--- src/rtl/fifo_ctrl_pkg.sv ---
// Shared constants and helpers for the synchronous FIFO controller.
package fifo_ctrl_pkg;

  localparam int DEF_WIDTH = 8;
  localparam int DEF_DEPTH = 16;

  // Smallest r with 2**r >= v; used to derive the memory address width.
  function automatic int clog2(input int v);
    int r;
    r = 0;
    for (int i = 0; i < 31; i++) begin
      if ((1 << r) < v) r = r + 1;
    end
    return r;
  endfunction

endpackage

--- src/rtl/fifo_ctrl.sv ---
// Synchronous FIFO controller driving a dual-port register-file memory with
// one-cycle registered read data. Flags are decoded from the count register
// only, so wr_en/rd_en never reach full/empty combinationally.
module fifo_ctrl
  import fifo_ctrl_pkg::*;
#(
  parameter int WIDTH  = DEF_WIDTH,
  parameter int DEPTH  = DEF_DEPTH,
  parameter int ADDR_W = clog2(DEPTH)
) (
  input  logic              clk,
  input  logic              rst,
  input  logic              wr_en,
  input  logic [WIDTH-1:0]  wr_data,
  output logic              full,
  input  logic              rd_en,
  output logic [WIDTH-1:0]  rd_data,
  output logic              rd_valid,
  output logic              empty,
  output logic [ADDR_W:0]   count,
  output logic              overflow,
  output logic              underflow,
  output logic              mem_write,
  output logic [ADDR_W-1:0] mem_wr_addr,
  output logic [WIDTH-1:0]  mem_wr_data,
  output logic              mem_read,
  output logic [ADDR_W-1:0] mem_rd_addr,
  input  logic [WIDTH-1:0]  mem_rd_data
);

  localparam logic [ADDR_W:0] FULL_CNT = (ADDR_W + 1)'(DEPTH);

  logic [ADDR_W-1:0] wr_ptr_q, wr_ptr_d;
  logic [ADDR_W-1:0] rd_ptr_q, rd_ptr_d;
  logic [ADDR_W:0]   count_q, count_d;
  logic              rd_valid_q, overflow_q, underflow_q;
  logic              push_ok, pop_ok;

  assign full  = (count_q == FULL_CNT);
  assign empty = (count_q == '0);

  // Accept decisions; requests seen during reset never strobe the memory.
  always_comb begin
    push_ok = wr_en & ~full & ~rst;
    pop_ok  = rd_en & ~empty & ~rst;
  end

  // Next-state for pointers and occupancy.
  always_comb begin
    wr_ptr_d = wr_ptr_q;
    rd_ptr_d = rd_ptr_q;
    count_d  = count_q;
    if (push_ok) wr_ptr_d = wr_ptr_q + 1'b1;
    if (pop_ok)  rd_ptr_d = rd_ptr_q + 1'b1;
    if (push_ok && !pop_ok)      count_d = count_q + 1'b1;
    else if (pop_ok && !push_ok) count_d = count_q - 1'b1;
  end

  // State registers with synchronous reset; error pulses last one cycle.
  always_ff @(posedge clk) begin
    if (rst) begin
      wr_ptr_q    <= '0;
      rd_ptr_q    <= '0;
      count_q     <= '0;
      rd_valid_q  <= 1'b0;
      overflow_q  <= 1'b0;
      underflow_q <= 1'b0;
    end else begin
      wr_ptr_q    <= wr_ptr_d;
      rd_ptr_q    <= rd_ptr_d;
      count_q     <= count_d;
      rd_valid_q  <= pop_ok;
      overflow_q  <= wr_en & full;
      underflow_q <= rd_en & empty;
    end
  end

  // Memory port drive and output mapping.
  always_comb begin
    mem_write   = push_ok;
    mem_wr_addr = wr_ptr_q;
    mem_wr_data = wr_data;
    mem_read    = pop_ok;
    mem_rd_addr = rd_ptr_q;
    rd_data     = mem_rd_data;
    rd_valid    = rd_valid_q;
    overflow    = overflow_q;
    underflow   = underflow_q;
    count       = count_q;
  end

endmodule
--- config.mk ---
export PLATFORM = sky130hd
export DESIGN_NAME = fifo_ctrl
export DESIGN_NICKNAME = d
export VERILOG_FILES = /design/src/rtl/fifo_ctrl_pkg.sv /design/src/rtl/fifo_ctrl.sv
export SDC_FILE = /design/constraint.sdc
export NUM_CORES = 1
export LEC_CHECK = 0
export BUFFER_PORTS_ARGS = -buffer_cell sky130_fd_sc_hd__buf_4
export CORE_ASPECT_RATIO = 0.7
export CORE_MARGIN = 3
export CORE_UTILIZATION = 30
export CTS_CLUSTER_DIAMETER = 60
export DETAILED_ROUTE_END_ITERATION = 8
export PLACE_DENSITY = 0.63
export SKIP_LAST_GASP = 1
export SYNTH_ARGS = -nofsm -noshare
export SYNTH_HDL_FRONTEND = slang
export SYNTH_SLANG_ARGS = --single-unit
--- constraint.sdc ---
create_clock -name clk -period 5.2 [get_ports clk]
set_input_delay 1.04 -clock clk [delete_from_list [all_inputs] [get_ports clk]]
set_output_delay 1.04 -clock clk [all_outputs]
set_load 0.005 [all_outputs]
**After elaboration in Yosys (flattened, before gate mapping)**

Index checks and enable logic that the tools add are counted.

- Logic and storage cells: 28
- Bits in writable memories: 0
- Bits in latches: 0
- Output and inout bits: 36
- ROM bits: 0
- Flip-flop bits (word level): 16
- Memories kept: 0

- Shift-type cells: 0
- Reductions and logical operators: 6
- $mul: 0
- Bitwise operators: 9
- Add/sub/neg operators: 4
- Equal/unequal tests: 1
- Order comparisons: 0
- Divide/modulo/power cells: 0
- Multiplexer cells: 2

Operator list:

| operator | count |
|---|---|
| 5-bit two-way mux | 2 |
| 4-bit by 1-bit adder with 4-bit output, second input constant | 2 |
| 1-bit bitwise AND | 6 |
| 5-bit by 1-bit adder with 5-bit output, second input constant | 1 |
| 5-bit equality test, second input constant | 1 |
| 5-bit zero test | 1 |
| 5-bit by 1-bit subtractor with 5-bit output, second input constant | 1 |
| 1-bit NOT | 3 |
| 1-bit logical AND | 2 |
| 1-bit zero test | 2 |
| 2-bit nonzero test | 1 |

**Depth between registers and ports, before layout**

Gate-level depths: netlist of run 1.

- Word-level depth: 8
- Depth in mapped cells: 12
- Mapped depth without buffers: 11

**Worst setup path before layout of run 1**

OpenSTA, ideal clock, no wires.

- Path kind: input to register
- Start point: in rst
- End point: reg count_q[4] (netlist: count[4])
- Stages on the path: 9
- Setup time: 0.121 ns
- Path buffers: 1
- Data required time: 5.079 ns
- Data arrival time: 2.876 ns
- Slack: 2.203 ns
- Path through: clkbuf_1 -> nor3_1 -> ha_1 -> inv_1 -> ha_1 -> a21oi_1 -> a211oi_1 -> a31oi_1 -> mux2_2

- Cells in the longest elaborated chain, start to end: 5
- Elaborated cells on any way between the ends: 9
- Classes of those cells: 1 x mux; 3 x bitwise; 5 x reduce/logical

RTL lines:

| item | line | source |
|---|---|---|
| start, declared | fifo_ctrl.sv:12 | `input logic rst,` |
| 1-bit NOT * | fifo_ctrl.sv:44 | `push_ok = wr_en & ~full & ~rst;` |
| 1-bit bitwise AND * | fifo_ctrl.sv:44 |  |
| named net mem_write | fifo_ctrl.sv:23 | `output logic mem_write,` |
| 1-bit zero test | fifo_ctrl.sv:56 | `else if (pop_ok && !push_ok) count_d = count_q - 1'b1;` |
| 1-bit logical AND | fifo_ctrl.sv:56 |  |
| 2-bit nonzero test (no line) | -- |  |
| end signal, assigned | fifo_ctrl.sv:71 | `count_q <= count_d;` |
| end, declared | fifo_ctrl.sv:35 | `logic [ADDR_W:0] count_q, count_d;` |

Mark *: on every way through the listed nets, which the timed path passes. The rest lies on a longest branch.
A chain may end at the register's enable or synchronous reset.

**Worst setup path after layout of run 1**

- Start point: reg count_q[3] (netlist: count[3])
- End point: reg count_q[4] (netlist: count[4])

- Cells in the longest elaborated chain, start to end: 7
- Elaborated cells on any way between the ends: 17
- Classes of those cells: 2 x add/sub; 1 x eq/ne; 2 x mux; 6 x bitwise; 6 x reduce/logical

RTL lines:

| item |
|---|
| branches (longest 7 deep; another with 5-bit by 1-bit subtractor with 5-bit output) |

Several ways; the timed one is not identified. The select of a mux whose other input is x is not followed.

==> flow_metrics.tcl, run 1 <==
set metrics [dict create \
    finalWirelength_um 1920 \
    p_sw_mw 0.188 \
    antenna_cells 0 \
    dr.pass1.iters 4 \
    stdcell_count 146 \
    setup_viol 0 \
    cp-start-kind "flop" \
    final_net_count 139 \
    worstSetupPathType "flop to flop" \
    place_congestion 0.843 \
    ant_nets 0 \
    r2r-end "count[4]" \
    grt_overflow 0 \
    post-route-drc-count 0 \
    dieArea_um2 3790 \
    cts_sinks 16 \
    critPathSlowestCell "or4_1" \
    rrSetupSlack_ns 2.18 \
    vdd_drop_max_mv 0.157 \
    leakage_nw 0.478 \
    synthCells 105 \
    fp.dieW_um 72.3 \
    syn_area_um2 922 \
    clkPwrFrac 0.179 \
    area_growth_pct 12.8 \
    grt_max_degree 22 \
    powerDensity_nw_per_um2 486 \
    p_int_mw 0.318 \
    synth-seq-cells 16 \
    layout_common_cells "23 x buf_4, 19 x nor2_1, 16 x dfxtp_1, 6 x ha_1" \
    drt_iter0_markers 24 \
    r2r_start "count[3]" \
    rsz0062_at_grt "no" \
    period_needed_ns 3.02 \
    final_common_cell "buf_4" \
    fin_skew_ns 0.00133 \
    critPathLaunch "count[3]" \
    port_buffers 23 \
    worstPathArrival_ns 3.16 \
    critPathCapture "count[4]" \
    relSlewSlack 0.689 \
    coreArea_um2 2860 \
    critical_path_required_ns 5.34 \
    cts_tree "done" \
    hold_viol_final 0 \
    fin_setup_tns_ns 0 \
    ios 56 \
    tightest_slew_ns 0.463 \
    crit_fanout 6 \
    synth.avg_cell_area_um2 8.78 \
    layout-drive-gt1-share 0.255 \
    vias_per_cell 4.77 \
    clk_path_buf_depth 2 \
    hold_start "mem_rd_addr[3]" \
    post_cts_buffers 0 \
    cts_max_level 1 \
    post_cts_resized 0 \
    grt_pass1_vias 677 \
    cts_made_buffers 3 \
    grt_pass1_wl_um 3210 \
    synth_cell_types 26 \
    ys_seq_area_frac 0.347 \
    die_h_um 52.4 \
    combinationalPowerShare 0.442 \
    syn-num-nets 132 \
    hold_buffers 0 \
    p_seq_frac 0.379 \
    clk_pin_slew_worst_paths_ns 0.06 \
    timing.final.crit_share 0.581 \
    async_flop_share 0 \
    avgRoutedWirePerCell_um 13.1 \
    initial_core_util 0.322 \
    place_hpwl_um 1440 \
    fmax_mhz 331 \
    row_count 16 \
    status "complete, no violations" \
    drv_slew 0 \
    antenna_found_initial 0 \
    slowest_delay_ns 0.69 \
    max_cap_viol_count 0 \
    r2r_cells 11 \
    min_path_type "flop to flop" \
    worstSkewPairLatency_ns 0.25 \
    synth-main-ff-cell "dfxtp_1" \
    root_buffer "clkbuf_8" \
    yosysWarnings 0 \
    grtUsageTotal 0.110 \
    synth_edf_count 0 \
    cp-end-kind "flop" \
    dp_cells 143 \
    switching_share 0.372 \
    crit_path_cell_trace "or4_1 > o21ai_4 > nor2_1 > inv_1 > ha_1 > inv_1 > ha_1 > a21oi_1 > a211oi_1 > a31oi_1 > mux2_2" \
    vias 697 \
]
[metal layers]
| metal | vias to the layer above | part of all wire | track usage |
|---|---|---|---|
| met5 | - | 0 | 0 |
| met3 | 10 | 0.089 | 0.0479 |
| met1 | 311 | 0.45 | 0.135 |
| met2 | 33 | 0.43 | 0.162 |
| li1 | 343 | - | - |
| met4 | 0 | 0.025 | 0.0625 |
[Yosys cell counts (3+ instances only)]
cell,n,share of area
a21oi_1,4,0.022
buf_4,16,0.13
dfxtp_1,16,0.35
ha_1,6,0.081
inv_1,5,0.020
mux2i_1,3,0.033
nand3_1,3,0.016
nor2_1,19,0.077
o211ai_1,4,0.033
xnor2_1,3,0.028
xor2_1,5,0.047
[state kept, by name, indices dropped and copies added, names as in the netlist]
| name | cells |
|---|---|
| rd_valid | 1 |
| count | 5 |
| mem_wr_addr | 4 |
| mem_rd_addr | 4 |
| overflow | 1 |
| underflow | 1 |
[per-stage QoR]
step | hold WS [ns] | area (um^2) | power [mW] | utilization | setup slack [ns]
final | 0.526 | 1040 | 0.506 | 0.363 | 2.18
after global routing | 0.567 | 1040 | 0.546 | 0.363 | 2.09
after CTS | 0.539 | 1040 | 0.513 | 0.363 | 2.23
after detailed placement | 0.521 | 998 | 0.417 | 0.349 | 2.10
after global placement | 0.510 | 998 | 0.412 | 0.349 | 2.19
after floorplan | 0.502 | 922 | 0.336 | - | 2.20
[kinds of logic after synthesis]
logic type | after synthesis | synth area share
simple gates | 31 | 0.152
fa+ha+maj | 7 | 0.103
buf+inv | 26 | 0.174
mux | 4 | 0.0448
compound gates | 13 | 0.103
xor+xnor | 8 | 0.0760
flops | 16 | 0.347
[worst max-delay path: cells and delay by family (launching register included)]
family / cells / cell delay (ns)
adders and majority gates: 2 / 0.49
muxes: 1 / 0.35
buffers and inverters: 2 / 0.17
and+or+nand+nor: 2 / 0.77
AOI/OAI and AO/OA: 4 / 0.77
DFF: 1 / 0.36
[power by group through the flow]
stage / clock (mW) / sequential, mW / combinational [mW]
2_1_floorplan: 0 / 0.184 / 0.153
3_3_place_gp: 0 / 0.192 / 0.220
3_5_place_dp: 0 / 0.193 / 0.224
4_1_cts: 0.0965 / 0.191 / 0.225
5_1_grt: 0.0993 / 0.197 / 0.250
6_report: 0.0905 / 0.191 / 0.224
[how the worst min path moves through the flow]
stage / slack [ns] / cells past startpoint / end
after CTS: 0.54 / 2 / mem_rd_addr[3]
after floorplan: 0.50 / 2 / mem_rd_addr[3]
after global routing: 0.57 / 2 / mem_rd_addr[3]
final: 0.53 / 2 / mem_rd_addr[3]
after detailed placement: 0.52 / 2 / mem_rd_addr[3]
after global placement: 0.51 / 2 / mem_rd_addr[3]
[final cells by class]
cell class	instances	area (um^2)
Fill cell	299	1820
Inverter	5	18.8
Sequential cell	16	320
Timing Repair Buffer	23	173
Multi-Input combinational cell	63	442
Tap cell	36	45.0
Clock buffer	3	41.3
Note: power is estimated with default switching activity, not from simulation.
==> run 2, diff against run 1 <==
- ABC_AREA: not set -> 1
- PLACE_DENSITY: 0.63 -> 0.61
- clock period: 5.2 -> 2.8 ns (I/O delays scaled with it)
==> flow_metrics.tcl, run 2 <==
set metrics [dict create \
    period_needed_ns 2.24 \
    timing.final.crit_share 0.801 \
    cts_sinks 16 \
    hold_viol_final 0 \
    rsz0062_at_grt "no" \
    vdd_drop_max_mv 0.256 \
    powerDensity_nw_per_um2 798 \
    routed.top_layer "met4" \
    worstPathArrival_ns 2.39 \
    root_buffer "clkbuf_8" \
    post-route-drc-count 0 \
    p_total_mw 0.959 \
    hold_buffers 0 \
    fp.dieW_um 76.6 \
    wl_met3_um 115 \
    hold_start "mem_rd_addr[2]" \
    coreArea_um2 3250 \
    place_congestion 0.893 \
    timing.final.ws_setup_ns 0.556 \
    synthTopCellsByArea "dfxtp_1 31%, buf_4 11%, nand2_1 8.2%" \
    critical_path_required_ns 2.95 \
    ys_seq_area_frac 0.306 \
    max_cap_viol_count 0 \
    vias 835 \
    largest_register_ffs 5 \
    grtUsageTotal 0.0986 \
    synth.top_cell.area_share 0.306 \
    status "complete, no violations" \
    syn-num-nets 167 \
    row_count 17 \
    grt_overflow 0 \
    wl_met1_um 884 \
    dieArea_um2 4250 \
    synth_commonest_cells "23 x nand2_1, 19 x inv_1, 18 x nor2_1, 16 x buf_4, 16 x dfxtp_1" \
    antenna_cells 0 \
    cts_max_level 1 \
    drv_slew 0 \
    worstSetupPathType "flop to flop" \
    setup_viol 0 \
    synthCells 140 \
    antenna_found_initial 0 \
    yosysWarnings 0 \
    syn_area_um2 1050 \
    synth_edf_count 0 \
    vias_per_cell 4.24 \
    cp-start-kind "flop" \
    dr.pass1.iters 4 \
    post_cts_buffers 0 \
    clk_path_buf_depth 2 \
    fin_skew_ns 0.00195 \
    synth_cell_types 25 \
    avgRoutedWirePerCell_um 10.0 \
    dr_wl_met2_um 972 \
    worstSkewPairLatency_ns 0.24 \
    tightest_slew_ns 0.296 \
    synth-main-ff-cell "dfxtp_1" \
    cts_tree "done" \
    clk_pin_slew_worst_paths_ns 0.06 \
    timing.hold.ws_ns 0.520 \
    synth-seq-cells 16 \
    drt_iter0_markers 22 \
    area_growth_pct 14.8 \
    layout-drive-gt1-share 0.273 \
    synth.most_common_cell "nand2_1" \
    initial_core_util 0.322 \
    cts_made_buffers 3 \
    post_cts_resized 0 \
    critPathLaunch "count[0]" \
    grt_pass1_vias 768 \
    final_net_count 178 \
    fin_util 0.369 \
    cp-end-kind "flop" \
    leakage_nw 0.617 \
    min_path_type "flop to flop" \
    async_flop_share 0 \
    layout_common_cells "23 x nand2_1, 23 x buf_4, 19 x inv_1, 18 x nor2_1, 16 x dfxtp_1" \
    grt_pass1_wl_um 3480 \
    fin_setup_tns_ns 0 \
    dpl_worst_slack_ns 0.447 \
    grt_max_degree 12 \
    finalWirelength_um 1980 \
    place_hpwl_um 1600 \
    port_buffers 23 \
    relSlewSlack 0.802 \
    synth_top_cell_by_area "dfxtp_1" \
    synth.avg_cell_area_um2 7.48 \
    crit_fanout 8 \
    die_h_um 55.4 \
    fmax_mhz 446 \
    ios 56 \
    r2r_start "count[0]" \
    ant_nets 0 \
]
run 2: cell count changes after synthesis, moves of 3 or more:
cell	previous run	this run
nand3_1	3	9
xnor2_1	3	0
nand2_1	2	23
mux2i_1	3	0
nor2_2	0	3
o211ai_1	4	0
inv_1	5	19
o21ai_0	0	3
run 2: layout make-up:
type | count | area [um^2]
multi-input cells | 86 | 514
clock buffers | 4 | 55.1
repair buffers | 23 | 173
flip-flops and latches | 16 | 320
fillers | 340 | 2050
inverters | 21 | 81.3
well taps | 47 | 58.8
run 2: worst max-delay path, cell delays in order, from the launching register on:
cell,delay (ns)
dfxtp_1,0.39
nor2_4,0.18
nand3_4,0.13
nand2_1,0.12
inv_1,0.09
ha_1,0.22
inv_1,0.16
ha_1,0.30
or2_2,0.30
nand3b_1,0.09
nand3_1,0.08
nand2_1,0.06
inv_1,0.03
run 2: logic make-up after synthesis:
group,count (synthesis),synth area share
DFF,16,0.306
adders and majority gates,7,0.0908
AOI/OAI and AO/OA,9,0.0466
buffers and inverters,38,0.203
xor gates and xnor gates,4,0.0334
and+or+nand+nor,66,0.320
run 2: final timing paths:
path                    endpoint  slack, ns  depth (start not counted)
setup / recovery        count[3]       0.56                         12
hold / removal    mem_rd_addr[2]       0.52                          2
hold reg to reg   mem_rd_addr[2]       0.52                          2
setup reg to reg        count[3]       0.56                         12
run 2: through the flow:
step	instance area, um^2	cells
after global routing	1200	197
after CTS	1200	197
after floorplan	1050	140
after detailed placement	1150	193
final	1200	197
after global placement	1150	193
run 2: power breakdown:
part / total (mW) / internal (mW) / switching (mW)
Combinational: 0.428 / 0.200 / 0.228
Clock: 0.200 / 0.125 / 0.0755
Sequential: 0.331 / 0.270 / 0.0614
run 2: metal layers:
layer  vias up  track usage
met1       374        0.113
met5         -            0
met2        22        0.169
met4         0       0.0310
met3         2       0.0391
li1        437            -
==> run 3, diff against run 2 <==
- clock period: 2.8 -> 2.3 ns (I/O delays scaled with it)
==> flow_metrics.tcl, run 3 (same netlist as run 2, synthesis figures left out) <==
set metrics [dict create \
    relSlewSlack 0.793 \
    crit_top_cell "inv_1" \
    dieArea_um2 4250 \
    grt_max_degree 12 \
    place_hpwl_um 1670 \
    post_cts_resized 0 \
    critPathSlowestCell "dfxtp_1" \
    fin_setup_tns_ns 0 \
    vdd_drop_max_mv 0.285 \
    ant_nets 0 \
    coreArea_um2 3250 \
    hold_viol_final 0 \
    crit_path_cell_trace "nor2_4 > nand3_4 > nand2_1 > inv_1 > ha_1 > inv_1 > ha_1 > or2_2 > nand3b_1 > nand3_1 > nand2_1 > inv_1" \
    tightest_slew_ns 0.309 \
    slowest_delay_ns 0.40 \
    clk_pin_slew_worst_paths_ns 0.06 \
    crit_fanout 5 \
    p_seq_frac 0.342 \
    critical_path_required_ns 2.45 \
    dpl_worst_slack_ns 0.0746 \
    combinationalPowerShare 0.451 \
    vias 834 \
    dp_cells 194 \
    die_h_um 55.4 \
    worstSkewPairLatency_ns 0.25 \
    antenna_found_initial 0 \
    row_count 17 \
    antenna_cells 0 \
    dr.pass1.iters 4 \
    switching_share 0.381 \
    grt_pass1_wl_um 3420 \
    layout-drive-gt1-share 0.278 \
    ios 56 \
    vias_per_cell 4.21 \
    grtUsageTotal 0.0986 \
    drt_iter0_markers 36 \
    drv_slew 0 \
    final_common_cell "buf_4" \
    root_buffer "clkbuf_8" \
    dpl_cell_area_um2 1150 \
    avgRoutedWirePerCell_um 10.4 \
    cp-start-kind "flop" \
    timing.final.crit_share 0.938 \
    finalInstanceArea_um2 1210 \
    p_total_mw 1.18 \
    worstPathArrival_ns 2.31 \
    timing.final.ws_setup_ns 0.142 \
    cts_max_level 1 \
    cp-end-kind "flop" \
    status "complete, no violations" \
    fmax_mhz 463 \
    stdcell_count 198 \
    post_cts_buffers 0 \
    port_buffers 23 \
    p_sw_mw 0.449 \
    cts_sinks 16 \
    rsz0062_at_grt "no" \
    min_path_type "input port to flop" \
    leakage_nw 0.621 \
    fin_skew_ns 0.00210 \
    powerDensity_nw_per_um2 974 \
    post-route-drc-count 0 \
    layout_common_cells "24 x buf_4, 23 x nand2_1, 19 x inv_1, 18 x nor2_1, 16 x dfxtp_1" \
    setup_viol 0 \
    place_congestion 0.885 \
    grt_pass1_vias 763 \
    worstSetupPathType "flop to flop" \
    initial_core_util 0.322 \
    clkPwrFrac 0.207 \
    fill_cells 345 \
    largest_register_ffs 5 \
    finalWirelength_um 2070 \
    hold_buffers 0 \
    cts_tree "done" \
    max_cap_viol_count 0 \
    clk_path_buf_depth 2 \
    grt_overflow 0 \
    period_needed_ns 2.16 \
    cts_made_buffers 3 \
    final_net_count 179 \
    p_int_mw 0.729 \
    fp.dieW_um 76.6 \
    area_growth_pct 15.5 \
]
[run 3: layout make-up]
type,instances,area (um^2),area share
Multi-Input combinational cell,86,514,0.425
Sequential cell,16,320,0.265
Timing Repair Buffer,24,180,0.149
Inverter,21,81.3,0.0672
Tap cell,47,58.8,0.0486
Clock buffer,4,55.1,0.0455
[run 3: power by group through the flow]
stage / combinational (mW) / sequential (mW) / clock (mW)
floorplan: 0.369 / 0.402 / 0
global placement: 0.522 / 0.409 / 0
detailed placement: 0.536 / 0.411 / 0
CTS: 0.539 / 0.406 / 0.253
global route: 0.590 / 0.415 / 0.265
finish: 0.532 / 0.403 / 0.244
[run 3: stage by stage]
| stage | hold WS, ns | utilization |
|---|---|---|
| 3_3_place_gp | 0.505 | 0.355 |
| 3_5_place_dp | 0.508 | 0.355 |
| 4_1_cts | 0.454 | 0.372 |
| 5_1_grt | 0.472 | 0.372 |
| 6_report | 0.458 | 0.372 |
| 2_1_floorplan | 0.489 | - |
[run 3: path summary, 6_finish.rpt]
path | from | to | slack [ns] | depth (start not counted)
setup / recovery | count[0] | count[3] | 0.14 | 12
hold / removal | rst | mem_rd_addr[2] | 0.46 | 2
setup reg to reg | count[0] | count[3] | 0.14 | 12
hold reg to reg | mem_rd_addr[2] | mem_rd_addr[2] | 0.51 | 2
[run 3: routing by layer]
metal | track usage | vias to the layer above | part of all wire
met3 | 0.0456 | 4 | 0.061
li1 | - | 440 | -
met2 | 0.169 | 21 | 0.49
met1 | 0.112 | 369 | 0.44
met4 | 0.0233 | 0 | 0.0063
met5 | 0 | - | 0
[run 3: worst max-delay path, delay by kind of cell (launching register included)]
family | cells | cell delay, ns
buffers and inverters | 3 | 0.27
adders and majority gates | 2 | 0.50
and+or+nand+nor | 7 | 0.89
DFF | 1 | 0.40
